$ cat src/rtl/udp_tx_pkg.sv
// Shared types and helpers for the UDP TX frame builder: FSM state encoding,
// protocol header sizes and the UDP/IP length computation.
package udp_tx_pkg;

   typedef enum logic [1:0] {
      S_IDLE   = 2'd0,
      S_STREAM = 2'd1,
      S_SEND   = 2'd2,
      S_WAIT   = 2'd3
   } state_t;

   localparam int UDP_HDR_BYTES = 8;
   localparam int IP_HDR_BYTES  = 20;

   // Header bytes plus payload bytes, truncated to a 16-bit length field.
   function automatic logic [15:0] frame_len(input logic [15:0] hdr_bytes,
                                             input logic [15:0] words,
                                             input logic [15:0] bytes_per_word);
      return hdr_bytes + 16'(words * bytes_per_word);
   endfunction

endpackage

$ cat src/rtl/rr_arbiter.sv
// Round-robin arbiter: picks the first request at or after ptr_i+1 (mod
// NUM_CH) and returns it one-hot and as an index.
module rr_arbiter #(
   parameter int NUM_CH = 4,
   parameter int CH_W   = 2
) (
   input  logic [NUM_CH-1:0] req_i,
   input  logic [CH_W-1:0]   ptr_i,
   output logic [NUM_CH-1:0] gnt_o,
   output logic [CH_W-1:0]   gnt_idx_o,
   output logic              valid_o
);

   int j;

   // Scan the request vector starting just past the last winner.
   always_comb begin
      gnt_o     = '0;
      gnt_idx_o = '0;
      valid_o   = 1'b0;
      j         = 0;
      for (int i = 1; i <= NUM_CH; i++) begin
         j = (int'(ptr_i) + i) % NUM_CH;
         if (!valid_o && req_i[CH_W'(j)]) begin
            gnt_o[CH_W'(j)] = 1'b1;
            gnt_idx_o       = CH_W'(j);
            valid_o         = 1'b1;
         end
      end
   end

endmodule

$ cat src/rtl/udp_tx_frame_builder.sv
// Multi-channel UDP TX frame builder. Latches per-channel send requests,
// arbitrates round-robin, streams the winner's payload from the shared source
// port into the TX RAM, then pulses a send request and waits for tx done.
// Optional feature: define TX_BUILDER_SEQ_EN to prepend a header word
// {channel, 8'h00, seq} at RAM address 0 with a per-send sequence counter.
//
// Source handshake: o_src_rd_en is a one-cycle strobe for (o_src_ch,
// o_src_idx); i_src_data must carry that word exactly one cycle later, with
// no backpressure in either direction.
module udp_tx_frame_builder
   import udp_tx_pkg::*;
#(
   parameter int DATA_W       = 32,
   parameter int ADDR_W       = 9,
   parameter int NUM_CH       = 4,
   parameter int MAX_WORDS    = 16,
   parameter int DONE_TIMEOUT = 4096,
   parameter int CNT_W        = $clog2(MAX_WORDS + 1),
   parameter int CH_W         = (NUM_CH > 1) ? $clog2(NUM_CH) : 1
) (
   input  logic                    i_sys_clk,
   input  logic                    i_rst,
   input  logic [NUM_CH-1:0]       i_req_start,
   input  logic [NUM_CH*CNT_W-1:0] i_req_word_cnt,
   output logic                    o_src_rd_en,
   output logic [CH_W-1:0]         o_src_ch,
   output logic [CNT_W-1:0]        o_src_idx,
   input  logic [DATA_W-1:0]       i_src_data,
   output logic                    o_pkg_ram_wr_en,
   output logic [ADDR_W-1:0]       o_pkg_ram_wr_addr,
   output logic [DATA_W-1:0]       o_pkg_ram_wr_data,
   output logic [15:0]             o_pkg_data_length,
   output logic [15:0]             o_pkg_data_total_length,
   output logic                    o_pkg_send_udp_req,
   input  logic                    i_tx_done,
   output logic                    o_busy,
   output logic                    o_err_timeout,
   output logic [1:0]              o_dbg_state
);

   localparam int TMO_W = $clog2(DONE_TIMEOUT + 1);
`ifdef TX_BUILDER_SEQ_EN
   localparam int HDR_WORDS = 1;
`else
   localparam int HDR_WORDS = 0;
`endif

   state_t              state_q, state_d;
   logic [NUM_CH-1:0]   pending_q, pending_d;
   logic [CNT_W-1:0]    cnt_q [NUM_CH];
   logic [CNT_W-1:0]    cnt_d [NUM_CH];
   logic [CNT_W-1:0]    raw_cnt;
   logic [CH_W-1:0]     rr_ptr_q, rr_ptr_d, cur_ch_q, cur_ch_d;
   logic [CNT_W-1:0]    n_q, n_d, idx_q, idx_d;
   logic [15:0]         len_q, len_d, tot_q, tot_d;
   logic                wr_en_q, wr_en_d;
   logic [ADDR_W-1:0]   wr_addr_q, wr_addr_d;
   logic [TMO_W-1:0]    tmo_q, tmo_d;
   logic                rd_en, send_req, err_timeout;
   logic [NUM_CH-1:0]   gnt_onehot;
   logic [CH_W-1:0]     gnt_idx;
   logic                gnt_valid, grant_fire;
`ifdef TX_BUILDER_SEQ_EN
   logic                hdr_q, hdr_d, wr_hdr_q, wr_hdr_d;
   logic [15:0]         seq_q, seq_d;
`endif

   rr_arbiter #(.NUM_CH(NUM_CH), .CH_W(CH_W)) u_arb (
      .req_i     (pending_q),
      .ptr_i     (rr_ptr_q),
      .gnt_o     (gnt_onehot),
      .gnt_idx_o (gnt_idx),
      .valid_o   (gnt_valid)
   );

   assign grant_fire = (state_q == S_IDLE) && gnt_valid;

   // Pending bitmap and clamped counts; a new start always wins over the grant clear.
   always_comb begin
      pending_d = pending_q;
      cnt_d     = cnt_q;
      raw_cnt   = '0;
      if (grant_fire) pending_d = pending_q & ~gnt_onehot;
      for (int c = 0; c < NUM_CH; c++) begin
         if (i_req_start[c]) begin
            raw_cnt      = i_req_word_cnt[c*CNT_W +: CNT_W];
            pending_d[c] = 1'b1;
            cnt_d[c]     = (raw_cnt > CNT_W'(MAX_WORDS)) ? CNT_W'(MAX_WORDS) : raw_cnt;
         end
      end
   end

   // Frame FSM: grant, stream reads (write lags by one cycle), send, wait for done.
   always_comb begin
      state_d     = state_q;
      rr_ptr_d    = rr_ptr_q;
      cur_ch_d    = cur_ch_q;
      n_d         = n_q;
      idx_d       = idx_q;
      len_d       = len_q;
      tot_d       = tot_q;
      wr_en_d     = 1'b0;
      wr_addr_d   = wr_addr_q;
      tmo_d       = tmo_q;
      rd_en       = 1'b0;
      send_req    = 1'b0;
      err_timeout = 1'b0;
`ifdef TX_BUILDER_SEQ_EN
      hdr_d       = hdr_q;
      wr_hdr_d    = 1'b0;
      seq_d       = seq_q;
`endif
      unique case (state_q)
         S_IDLE: begin
            if (gnt_valid) begin
               state_d  = S_STREAM;
               rr_ptr_d = gnt_idx;
               cur_ch_d = gnt_idx;
               n_d      = cnt_q[gnt_idx];
               idx_d    = '0;
               len_d    = frame_len(16'(UDP_HDR_BYTES),
                                    16'(cnt_q[gnt_idx]) + 16'(HDR_WORDS), 16'(DATA_W / 8));
               tot_d    = frame_len(16'(UDP_HDR_BYTES + IP_HDR_BYTES),
                                    16'(cnt_q[gnt_idx]) + 16'(HDR_WORDS), 16'(DATA_W / 8));
`ifdef TX_BUILDER_SEQ_EN
               hdr_d    = 1'b1;
`endif
            end
         end
         S_STREAM: begin
`ifdef TX_BUILDER_SEQ_EN
            if (hdr_q) begin
               hdr_d     = 1'b0;
               wr_en_d   = 1'b1;
               wr_hdr_d  = 1'b1;
               wr_addr_d = '0;
            end else
`endif
            if (idx_q != n_q) begin
               rd_en     = 1'b1;
               idx_d     = idx_q + 1'b1;
               wr_en_d   = 1'b1;
               wr_addr_d = ADDR_W'(idx_q) + ADDR_W'(HDR_WORDS);
            end else begin
               state_d = S_SEND;
            end
         end
         S_SEND: begin
            send_req = 1'b1;
            tmo_d    = '0;
            state_d  = S_WAIT;
`ifdef TX_BUILDER_SEQ_EN
            seq_d    = seq_q + 16'd1;
`endif
         end
         S_WAIT: begin
            if (i_tx_done) begin
               state_d = S_IDLE;
            end else if (tmo_q == TMO_W'(DONE_TIMEOUT - 1)) begin
               err_timeout = 1'b1;
               state_d     = S_IDLE;
            end else begin
               tmo_d = tmo_q + 1'b1;
            end
         end
         default: state_d = S_IDLE;
      endcase
   end

   // State and datapath registers; reset abandons any frame in flight.
   always_ff @(posedge i_sys_clk or posedge i_rst) begin
      if (i_rst) begin
         state_q   <= S_IDLE;
         pending_q <= '0;
         for (int c = 0; c < NUM_CH; c++) cnt_q[c] <= '0;
         rr_ptr_q  <= CH_W'(NUM_CH - 1);
         cur_ch_q  <= '0;
         n_q       <= '0;
         idx_q     <= '0;
         len_q     <= '0;
         tot_q     <= '0;
         wr_en_q   <= 1'b0;
         wr_addr_q <= '0;
         tmo_q     <= '0;
`ifdef TX_BUILDER_SEQ_EN
         hdr_q     <= 1'b0;
         wr_hdr_q  <= 1'b0;
         seq_q     <= '0;
`endif
      end else begin
         state_q   <= state_d;
         pending_q <= pending_d;
         cnt_q     <= cnt_d;
         rr_ptr_q  <= rr_ptr_d;
         cur_ch_q  <= cur_ch_d;
         n_q       <= n_d;
         idx_q     <= idx_d;
         len_q     <= len_d;
         tot_q     <= tot_d;
         wr_en_q   <= wr_en_d;
         wr_addr_q <= wr_addr_d;
         tmo_q     <= tmo_d;
`ifdef TX_BUILDER_SEQ_EN
         hdr_q     <= hdr_d;
         wr_hdr_q  <= wr_hdr_d;
         seq_q     <= seq_d;
`endif
      end
   end

   assign o_src_rd_en             = rd_en;
   assign o_src_ch                = rd_en ? cur_ch_q : '0;
   assign o_src_idx               = rd_en ? idx_q : '0;
   assign o_pkg_ram_wr_en         = wr_en_q;
   assign o_pkg_ram_wr_addr       = wr_addr_q;
`ifdef TX_BUILDER_SEQ_EN
   assign o_pkg_ram_wr_data       = !wr_en_q ? '0 :
                                    (wr_hdr_q ? DATA_W'({8'(cur_ch_q), 8'h00, seq_q}) : i_src_data);
`else
   assign o_pkg_ram_wr_data       = wr_en_q ? i_src_data : '0;
`endif
   assign o_pkg_data_length       = len_q;
   assign o_pkg_data_total_length = tot_q;
   assign o_pkg_send_udp_req      = send_req;
   assign o_busy                  = (state_q != S_IDLE);
   assign o_err_timeout           = err_timeout;
   assign o_dbg_state             = state_q;

endmodule

$ cat config.mk
export PLATFORM = sky130hd
export DESIGN_NAME = udp_tx_frame_builder
export DESIGN_NICKNAME = d
export VERILOG_FILES = /design/src/rtl/udp_tx_pkg.sv /design/src/rtl/rr_arbiter.sv /design/src/rtl/udp_tx_frame_builder.sv
export SDC_FILE = /design/constraint.sdc
export NUM_CORES = 1
export LEC_CHECK = 0
export BUFFER_PORTS_ARGS = -buffer_cell sky130_fd_sc_hd__buf_2
export CORE_ASPECT_RATIO = 2
export CORE_UTILIZATION = 30
export DETAILED_ROUTE_END_ITERATION = 8
export PLACE_DENSITY_LB_ADDON = 0.05
export SLEW_MARGIN = 20
export SYNTH_ARGS = -nofsm -noshare
export SYNTH_HDL_FRONTEND = slang
export SYNTH_SLANG_ARGS = --single-unit
$ cat constraint.sdc
create_clock -name i_sys_clk -period 10.33 [get_ports i_sys_clk]
set_input_delay 0.5165 -clock i_sys_clk [delete_from_list [all_inputs] [get_ports i_sys_clk]]
set_output_delay 0.5165 -clock i_sys_clk [all_outputs]
set_load 0.01 [all_outputs]
==> impl_results.md, run 1 <==
* Via-per-instance ratio at 4.810
* Tot GR Track Use at 16.67%
* Vias in the first global route at 3871
* Initial Util at 30.99%
* Synth unique cells at 56
* Die area at 15430 um^2
* Post-synth top area share at 38.05%
* Final wirelength at 12350 um
* Worst path required time at 10520 ps
* Top cells by area, synth: dfrtp_1 (38%), and2_1 (5.7%), ha_1 (5.3%)
* Hold Buf Count CTS at 0
* Area used by multi-input combinational logic at 2412 um^2
* Layout area overhead at 21.91%
* Register area at 1754 um^2
* CTS tree: yes
* Power per cell area at 288.2 nW/um^2
* Post-synth top cells: dfrtp_1 (68), nand2_1 (51), and2_1 (41)
* Pleak at 2.632 nW
* Ports at 146
* Chip height at 174.7 um
* Global placer's final weighted congestion at 0.8832
* Synth Flop Type: dfrtp_1
* Endpoints failing hold at 0
* Status: finished, final reports clean
* Clk buf depth at 2
* FF-to-FF setup slack at 5630 ps
* Count leader, synth: dfrtp_1
* Floorplan core area at 14430 um^2
* Sequential share of the synthesized area at 39.23%
* Critical path startpoint category: flop
* Wirelength per Cell at 15.44 um
* Synth Area per Inst at 9.052 um^2
* DRC errors left at 0
* Worst VDD drop at 0.1228 mV
* N_diodes at 0
* Synth Warn # at 0
* Fmax at 212.6 MHz
* Core Util, Final at 37.78%
* Asr flop ratio synth at 100.0%
* Synth Instances at 494
* Clk_lat worst skew at 330 ps
* # Post-CTS Setup Buffers at 0
* Crit. End Element: flop
* WHS at 411.7 ps
* Detail Placement HPWL at 9582 um
* Post-DRT Antenna Nets at 0
* Max transition margin at 29.08%
* Cells after DPL at 784
* Die W at 88.33 um
* Number of fillers in the final layout at 1534
* RSZ-0062 raised after global routing: no
* Root buf cell: clkbuf_16
* Largest net degree at the start of global routing at 71
* Layout Nets at 681
* Vias at 3848
* CTS buffer count at 9
* Worst-path clk slew at 60 ps
* EDFF count, synth at 0
* FF+latch count, synth at 70
* Total gr overflow at 0
* Cell Area, Synth at 4472 um^2
* Row count at 62
* Hold Crit Class: in -> async
* TNS Setup at 0 ps
* Sink Count at 70
* PortBufs at 121
* Iter 0 DRT Violations at 171
* Critical Path AT at 4890 ps
* Crit path kind: reg -> reg
* Share of cells above drive strength 1 at 27.96%
* Critical path fanouts, max at 21
* Final min period at 4704 ps
* Setup Viol. Count Final at 0
* First-pass GRT wire length at 19540 um
* Worst slew pin tran at 1060 ps
* Finished Layout Cells at 800
* Detailed Routing Iterations Pass 1 at 4
* Initial antenna violation count at 0
* Final Skew at 8.472 ps
* CTS resizes at 0
* MaxCap Viol Count at 0
* Dominant cell type by area after synthesis: dfrtp_1
* H-tree depth at 3
* Fin. max-slew vios at 0
* Crit share post-route at 45.54%
[critical path, cell delays in order, from the launching register on]
cell and delay [ps]:
dfstp_2 810, inv_1 360, ha_1 600, mux4_2 450, or2_4 300, or3_4 430, nand2_4 120, o221ai_1 130
a22oi_1 410, inv_1 170, ha_1 260, inv_1 80, nor3_1 50, nand3_1 110, o311a_1 170, o211ai_1 100
[through the flow]
step                power, mW  setup WS (ps)  cell area (um^2)
floorplan               1.015           6088              4558
global placement        1.253           5803              5137
detailed placement      1.269           5605              5137
CTS                     1.600           5613              5449
global route            1.702           5296              5451
finish                  1.571           5626              5451
[logic make-up after synthesis]
group | Yosys count | synth area share, %
buf+inv | 78 | 8.814
xor+xnor | 17 | 3.330
simple gates | 188 | 21.94
flops | 70 | 39.23
fa+ha+maj | 19 | 5.316
mux | 26 | 7.499
other cells | 1 | 0.08386
compound gates | 95 | 13.79
[cell usage in the layout, fill, tap and decap left out, drive strengths merged, types with 5 or more instances in the layout]
cell type  count
o211ai         7
inv           30
nand2         52
nor2b          6
clkbuf        12
o22ai         10
dfrtp         68
mux2i          5
a31oi          5
xnor2          6
and2          41
nor2          32
nand3         13
nor3           7
nand3b         9
mux2          17
ha            19
a21oi         12
conb          24
xor2          11
buf          123
o21ai         30
nand2b        10
[layout make-up]
type	instances	area share [%]
clock buffer	12	4.705
clock inverter	4	1.010
inverter	30	2.066
multi-input combinational	369	44.25
sequential	70	32.18
tap	192	4.407
timing repair buffer	123	11.38
[power by group]
group / internal, mW / leakage [nW] / switching (mW) / total [mW]
Clock: 0.201 / 0.149 / 0.120 / 0.321
Sequential: 0.348 / 0.883 / 0.0883 / 0.436
Combinational: 0.331 / 1.60 / 0.483 / 0.813
Total: 0.880 / 2.63 / 0.691 / 1.57
[final timing paths]
kind	start	endpoint	cells after the start
max	rr_ptr_q[0]$_DFFE_PP1P_	o_pkg_data_total_length[5]$_DFFE_PP0P_	15
min	i_rst	cnt_q[18]$_DFFE_PP0P_	3
max reg2reg	rr_ptr_q[0]$_DFFE_PP1P_	o_pkg_data_total_length[5]$_DFFE_PP0P_	15
min reg2reg	o_pkg_data_length[4]$_DFFE_PP0P_	o_pkg_data_length[4]$_DFFE_PP0P_	2
max in group asynchronous	i_rst	o_dbg_state[1]$_DFFE_PP0P_	3
min in group i_sys_clk	i_req_word_cnt[7]	cnt_q[12]$_DFFE_PP0P_	3
[registers in the layout (all words and copies together) (netlist names), 2 cells and up]
signal and count:
o_dbg_state 2, o_pkg_data_length 5, n_q 5, rr_ptr_q 2, pending_q 4, cur_ch_q 2, cnt_q 20, o_pkg_ram_wr_addr 5
idx_q 5, o_pkg_data_total_length 6, tmo_q 13
[layer usage]
metal	global-route usage, %	share of wire, %	vias to the layer above
met5	0	0	-
met1	17.55	36	1868
li1	-	-	1868
met2	30.00	56	94
met4	9.610	4.4	0
met3	2.834	3.3	18
(Power assumes the default switching activity.)
==> inputs of run 2 (changes only) <==
==> constraint.sdc (replaced) <==
create_clock -name i_sys_clk -period 4.7 [get_ports i_sys_clk]
set_input_delay 0.235 -clock i_sys_clk [delete_from_list [all_inputs] [get_ports i_sys_clk]]
set_output_delay 0.235 -clock i_sys_clk [all_outputs]
set_load 0.01 [all_outputs]
==> run 2 against run 1 <==
Compared with the run above:
- final area increased by 1.7%
- combinational power increased by 130%
- hold slack worse by 270 ps
- worst setup slack worse by 5000 ps
- highest routed layer unchanged
- critical path type unchanged
==> impl_results.md, run 2 (synthesized netlist as in run 1, its figures left out) <==
* Setup Viol. Count Final at 0
* Biggest register: cnt_q
* Initial Util at 30.99%
* N_diodes at 0
* Initial antenna violation count at 0
* Max transition margin at 42.06%
* # Post-CTS Setup Buffers at 0
* Root buf cell: clkbuf_16
* Worst slew pin tran at 867.3 ps
* Crit. End Element: flop
* Hold_sp: i_req_word_cnt[8]
* FF-to-FF setup slack at 600 ps
* Power per cell area at 648.7 nW/um^2
* WHS at 139.3 ps
* Place WS at 645.5 ps
* Endpoints failing hold at 0
* TNS Setup at 0 ps
* Detailed Routing Iterations Pass 1 at 4
* Share of cells above drive strength 1 at 28.66%
* Vias in the first global route at 3802
* Die area at 15430 um^2
* PortBufs at 121
* Worst-path clk slew at 60 ps
* Sink Count at 70
* Critical path fanouts, max at 11
* Wirelength per Cell at 15.67 um
* Post-DRT Antenna Nets at 0
* Tot GR Track Use at 16.92%
* Most frequent cells in the layout: buf_2 (121), dfrtp_1 (68), nand2_1 (51), and2_1 (41), nor2_1 (31)
* Global placer's final weighted congestion at 0.8831
* Vias at 3862
* Fmax at 244.1 MHz
* Die W at 88.33 um
* Critical path startpoint category: flop
* Clk buf depth at 2
* Clk_lat worst skew at 340 ps
* Worst reg2reg path depth at 14
* Floorplan core area at 14430 um^2
* Worst path required time at 4950 ps
* Critical Path AT at 4350 ps
* Core Util, Final at 38.42%
* Fin. max-slew vios at 0
* CTS tree: yes
* Layout area overhead at 23.98%
* Layout Nets at 687
* Max FFs per register at 20
* RSZ-0062 raised after global routing: no
* Hold Crit Class: in -> reg
* Worst VDD drop at 0.2367 mV
* Ports at 146
* Detail Placement HPWL at 9843 um
* Iter 0 DRT Violations at 102
* Largest net degree at the start of global routing at 45
* Layout Cell Area excl Fill at 5544 um^2
* Reg2reg end: o_pkg_data_total_length[5]$_DFFE_PP0P_
* Status: finished, final reports clean
* CTS resizes at 0
* Final worst slack at 603.9 ps
* Row count at 62
* Crit share post-route at 87.15%
* H-tree depth at 3
* Worst Setup SP: rr_ptr_q[1]$_DFFE_PP1P_
* Setup crit end: o_pkg_data_total_length[5]$_DFFE_PP0P_
* Final min period at 4096 ps
* Crit path kind: reg -> reg
* Hold Buf Count CTS at 1
* CTS buffer count at 9
* MaxCap Viol Count at 0
* Final wirelength at 12630 um
* Via-per-instance ratio at 4.792
* DRC errors left at 0
* Chip height at 174.7 um
* Total gr overflow at 0
* RR Startpoint: rr_ptr_q[1]$_DFFE_PP1P_
* Commonest non-fill, non-tap cell in the layout: buf_2
* Pleak at 2.686 nW
* First-pass GRT wire length at 19580 um
* Final Skew at 6.687 ps
* Placed inst area at 5175 um^2
[run 2: cell count changes in the layout (fill, tap and decap cells not counted)]
| cell | before | now |
|---|---|---|
| buf_4 | 2 | 7 |
| inv_6 | 0 | 1 |
| dlygate4sd3_1 | 0 | 1 |
| nand2b_1 | 9 | 10 |
| nor2_2 | 0 | 1 |
| clkinv_2 | 0 | 1 |
| clkinv_4 | 2 | 0 |
| clkinvlp_4 | 1 | 0 |
| bufinv_16 | 1 | 3 |
| nand2b_2 | 1 | 0 |
| nor2_1 | 32 | 31 |
| clkbuf_1 | 1 | 0 |
[run 2: power breakdown]
group	total, mW	switching, mW	internal, mW	leakage [nW]
logic	1.87	1.12	0.753	1.63
clock network	0.819	0.270	0.548	0.176
registers	0.908	0.145	0.763	0.883
total	3.60	1.53	2.06	2.69
[run 2: cell type report]
class	count	area (um^2)
fill	1559	8885
multi-input combinational	369	2412
sequential	70	1754
timing repair buffer	129	668.1
clock buffer	11	252.7
tap	192	240.2
inverter	30	112.6
clock inverter	5	103.9
[run 2: critical path, cell delays in order, from the launching register on]
cell,delay (ps)
dfstp_2,530
inv_1,110
ha_1,530
mux4_2,460
or2_4,310
or3_4,430
nand2_4,120
o221ai_1,130
a22oi_1,410
inv_1,170
ha_1,270
nor3_1,210
nand3_1,110
o311a_1,120
o211ai_1,90
[run 2: per-stage QoR]
step                      total power [mW]  cells
after CTS                            3.648    806
after floorplan                      2.231    517
final                                3.597    806
after global routing                 3.877    806
after global placement               2.788    789
after detailed placement             2.809    789
[run 2: worst min-delay path by stage]
stage / end / slack, ps / depth (start not counted)
after floorplan: cnt_q[0]$_DFFE_PP0P_ / 330 / 1
after global placement: cnt_q[18]$_DFFE_PP0P_ / 340 / 2
after detailed placement: cnt_q[18]$_DFFE_PP0P_ / 340 / 2
after CTS: cnt_q[1]$_DFFE_PP0P_ / 130 / 3
after global routing: cnt_q[2]$_DFFE_PP0P_ / 150 / 3
final: cnt_q[13]$_DFFE_PP0P_ / 140 / 3
[run 2: routing by layer]
metal / track usage, % / wire length (um) / vias to the layer above
li1: - / - / 1881
met1: 17.66 / 4730 / 1845
met2: 31.15 / 7000 / 106
met3: 2.456 / 349 / 30
met4: 9.274 / 546 / 0
met5: 0 / 0 / -
